**src/rtl/percept_sched.sv**
```systemverilog
// percept_sched: round-robin arbiter and sequencer for one shared bit-serial percept datapath.
// Optional PERCEPT_SCHED_ABORT_EN: a granted requester may abort by dropping req before RES.
module percept_sched #(
  parameter int N_REQ = 4,
  parameter int WIDTH = 8,
  parameter int N_IN  = 4
) (
  input  logic             clk,
  input  logic             nRst,
  input  logic [N_REQ-1:0] req,
  input  logic [N_REQ-1:0] din,
  output logic [N_REQ-1:0] gnt,
  output logic [N_REQ-1:0] done,
  output logic             busy,
  output logic             in,
  output logic             shift,
  output logic             mul,
  output logic             acc,
  output logic             shift_res,
  input  logic             out_res,
  output logic             res_bit,
  output logic             res_vld
);
  localparam int PW = (N_REQ > 1) ? $clog2(N_REQ) : 1;
  localparam int BW = $clog2(2*WIDTH);
  localparam int OW = (N_IN > 1) ? $clog2(N_IN) : 1;

  typedef enum logic [2:0] {
    S_IDLE, S_LOAD, S_MUL, S_ACC, S_RES, S_DONE
  } state_t;

  state_t state, nxt;
  logic [PW-1:0] ptr, g, win, g_inc, idx;
  logic [BW-1:0] bcnt;
  logic [OW-1:0] ocnt;
  logic b_op_end, b_res_end, o_last, abort;
  int j;

  assign b_op_end  = bcnt == BW'(WIDTH-1);
  assign b_res_end = bcnt == BW'(2*WIDTH-1);
  assign o_last    = ocnt == OW'(N_IN-1);
  assign g_inc     = (g == PW'(N_REQ-1)) ? '0 : g + 1'b1;

  assign in      = shift & din[g];
  assign res_bit = res_vld & out_res;

`ifdef PERCEPT_SCHED_ABORT_EN
  assign abort = (state == S_LOAD || state == S_MUL ||
                  state == S_ACC) && !req[g];
`else
  assign abort = 1'b0;
`endif

  // Scan downward so the smallest offset from ptr is the last writer.
  always_comb begin
    win = ptr;
    j   = 0;
    idx = '0;
    for (int i = N_REQ-1; i >= 0; i--) begin
      j   = (int'(ptr) + i) % N_REQ;
      idx = PW'(j);
      if (req[idx]) win = idx;
    end
  end

  always_comb begin
    nxt = state;
    unique case (state)
      S_IDLE:  if (|req) nxt = S_LOAD;
      S_LOAD:  if (b_op_end && o_last) nxt = S_MUL;
      S_MUL:   if (b_op_end) nxt = S_ACC;
      S_ACC:   nxt = o_last ? S_RES : S_MUL;
      S_RES:   if (b_res_end) nxt = S_DONE;
      S_DONE:  nxt = S_IDLE;
      default: nxt = S_IDLE;
    endcase
    if (abort) nxt = S_IDLE;
  end

  always_ff @(posedge clk or negedge nRst) begin
    if (!nRst) begin
      state     <= S_IDLE;
      ptr       <= '0;
      g         <= '0;
      bcnt      <= '0;
      ocnt      <= '0;
      gnt       <= '0;
      done      <= '0;
      busy      <= 1'b0;
      shift     <= 1'b0;
      mul       <= 1'b0;
      acc       <= 1'b0;
      shift_res <= 1'b0;
      res_vld   <= 1'b0;
    end else begin
      state     <= nxt;
      busy      <= nxt != S_IDLE;
      shift     <= nxt == S_LOAD;
      mul       <= nxt == S_MUL;
      acc       <= nxt == S_ACC;
      shift_res <= nxt == S_RES;
      res_vld   <= nxt == S_RES;
      done      <= (nxt == S_DONE) ? gnt : '0;

      if (state == S_IDLE && nxt == S_LOAD) begin
        g   <= win;
        gnt <= N_REQ'(1) << win;
      end else if (nxt == S_IDLE) begin
        gnt <= '0;
      end

      if (state == S_DONE || abort) ptr <= g_inc;

      // LOAD reuses the bit counter per operand; ocnt spans LOAD and MUL/ACC.
      if (nxt != state || (state == S_LOAD && b_op_end))
        bcnt <= '0;
      else if (state != S_IDLE)
        bcnt <= bcnt + 1'b1;

      if (nxt == S_IDLE || nxt == S_RES ||
          (state == S_LOAD && nxt == S_MUL))
        ocnt <= '0;
      else if ((state == S_LOAD && b_op_end) || state == S_ACC)
        ocnt <= ocnt + 1'b1;
    end
  end
endmodule

```
**config.mk**
```make
export PLATFORM = sky130hd
export DESIGN_NAME = percept_sched
export DESIGN_NICKNAME = d
export VERILOG_FILES = /design/src/rtl/percept_sched.sv
export SDC_FILE = /design/constraint.sdc
export NUM_CORES = 1
export LEC_CHECK = 0
export CORE_ASPECT_RATIO = 1.1
export CORE_MARGIN = 2
export CORE_UTILIZATION = 45
export DETAILED_ROUTE_END_ITERATION = 8
export HOLD_SLACK_MARGIN = 0.08
export PLACE_DENSITY = 0.71
export REMOVE_ABC_BUFFERS = 1
export SYNTH_ARGS = -nofsm -noshare
export SYNTH_HDL_FRONTEND = slang
export SYNTH_SLANG_ARGS = --single-unit
```
**constraint.sdc**
```tcl
create_clock -name clk -period 2.84 [get_ports clk]
set_clock_uncertainty 0.05 [all_clocks]
set_input_delay 0.426 -clock clk [delete_from_list [all_inputs] [get_ports clk]]
set_output_delay 0.426 -clock clk [all_outputs]
set_load 0.02 [all_outputs]
```
==> flow_summary.toml <==
[die]
dieArea_mm2 = 0.00341
die_w_um = 55.9
die_h_um = 61.0
ios = 27
initial_core_util_pct = 47.5
rows = 20
fp.coreArea_mm2 = 0.00280

[route]
vias = 1016
postRouteAntennaNets = 0
viasPerCell = 5.49
wire_per_inst_um = 12.9
drt_iter0_markers = 16
postRouteWirelength_um = 2380
first_pass_iters = 4
drc = 0

[grt]
overflow = 0
grt_start_max_net_pins = 27
grt_pass1_wl_um = 4120
grt_pass1_vias = 950
grt.total_usage_pct = 15.0
antenna_found_initial = 0

[power_and_ir_drop]
power_density_mw_per_mm2 = 357
power_mw = 0.591
leakage_nw = 0.698
max-vdd-ir-drop_mv = 0.239

[timing]
relSlewSlack_pct = 69.9
fin_setup_tns_ps = 0
post-route-min-period_ps = 2460
fin_crit_sh_pct = 86.7
rsz0062_at_grt = "false"
setup_viol = 0
hold_viol = 0
slew_viol_final = 0
whs_ps = 411
max_freq_ghz = 0.406
worst_pin_slew_ps = 452

[clock_network]
numCtsBuffers = 3
cts_root_buf = "clkbuf_4"
postCtsSetupBuffers = 0
htreeDepth = 1
clk_pin_slew_ps = 140
cts_sinks = 26
ctsHoldBuffers = 0
cts_tree = "done"
clk_path_buf_depth = 2
ctsResizeCount = 0
insertion_delay_ps = 310

[layout]
fin_area_mm2 = 0.00165
diodes = 0
drive_above_1_share_pct = 11.2
fin_nets = 167
fillers = 258
syn2layout_area_growth_pct = 24.2

[synth]
ys_async_sr_fraction_pct = 100
synthCells = 125
syn_area_mm2 = 0.00133
yosysWarnings = 0
synth_ff_type = "dfrtp_1"
ys_seq_elements = 26
ys_top_cells_by_area = "dfrtp_1, nand2_1, and2_1, ha_1, nor2_1"
synth_cell_types = 46
yosys-top-cells-count = "dfrtp_1, nand2_1, nor2_1"
synth-seq-area-share_pct = 48.9
avgSynthCellArea_um2 = 10.7
synth_top_cell_by_area = "dfrtp_1"
synth-edff-count = 0
synth_most_common_cell = "dfrtp_1"
synth.top_cell.area_share_pct = 48.9

[critical_path]
cp_slowest_stage_delay_ps = 530
endpoint = "in"
cp_cell_sequence = "mux4_2, and2_1, clkdlybuf4s50_1"
r2r-end = "res_vld$_DFF_PN0_"
cp-end-kind = "primary output"
arrival_ps = 1990
crit_type = "register to primary output"
ff2ff_path_depth = 4
cp.required_ps = 2360
startpoint = "g[0]$_DFFE_PN0P_"
worstSetupStartpointType = "register"
timing.rr.start = "state[1]$_DFF_PN0_"
cp_max_fo = 4
ff2ff_setup_slack_ps = 1050
slowest_stage = "clkdlybuf4s50_1"

[flow_run]
cap_violations = 0

[placed_design]
place.port_buffers = 26
placed_area_mm2 = 0.00162
hpwl_um = 1880
routabilityCongestion = 0.806

[worst_hold_path]
hp-class = "primary input to asynchronous set/reset pin"

[status]
status = "completed"
==> routing by layer <==
layer	GRT usage (%)	routed length [um]	vias to the layer above
li1	-	-	500
met1	19.9	1090	489
met2	26.2	1180	25
met3	3.15	101	2
met4	3.06	13	0
met5	0	0	-
==> final cells by class <==
type	count	area, um^2	share of cell area (%)
multi-input cells	92	647	39.1
flip-flops and latches	26	651	39.3
repair buffers	27	268	16.2
clock buffers	4	36.3	2.19
well taps	33	41.3	2.50
inverters	3	11.3	0.681
==> worst max-delay path, delay by kind of cell, from the launching register on <==
family / cells / cell delay (ps)
flops: 1 / 470
mux: 1 / 510
buf+inv: 1 / 530
simple gates: 1 / 170
==> worst min-delay path by stage <==
stage,to
floorplan,acc$_DFF_PN0_
global placement,ocnt[0]$_DFFE_PN0P_
detailed placement,gnt[1]$_DFFE_PN0P_
CTS,done[2]$_DFF_PN0_
global route,state[2]$_DFF_PN0_
finish,done[2]$_DFF_PN0_
==> logic make-up after synthesis <==
| family | Yosys count | synth area share [%] |
|---|---|---|
| buf+inv | 7 | 2.54 |
| compound gates | 26 | 16.3 |
| fa+ha+maj | 3 | 2.82 |
| flops | 26 | 48.9 |
| simple gates | 56 | 23.6 |
| xor+xnor | 4 | 2.63 |
| mux | 3 | 3.29 |
==> power breakdown <==
part / switching (mW) / internal [mW]
clock: 0.103 / 0.0782
sequential: 0 / 0.370
combinational: 0.0183 / 0.0207
==> through the flow <==
stage	setup slack, ps	cells	util, %
final	379	185	59.0
after CTS	366	185	59.0
after global routing	328	185	59.0
after detailed placement	386	181	57.7
after global placement	399	181	57.7
after floorplan	1200	121	-
==> cell usage in the layout, fill, tap and decap left out, drive strengths merged, types with 2 or more instances in the layout <==
master,instances
dfrtp,26
clkdlybuf4s50,26
nand2,15
nor2,9
and2,7
nor2b,5
o21ai,5
nor3,5
a21oi,4
clkbuf,4
inv,3
ha,3
nand3b,2
o22ai,2
o31ai,2
or3,2
nand4,2
xnor2,2
xor2,2
a22o,2
==> registers in the layout, indices dropped and copies added (netlist names) <==
register  cells
ptr           2
ocnt          2
res_vld       1
gnt           4
state         3
g             2
mul           1
done          4
bcnt          4
acc           1
busy          1
shift         1
Power figures use the tool's default switching activity.
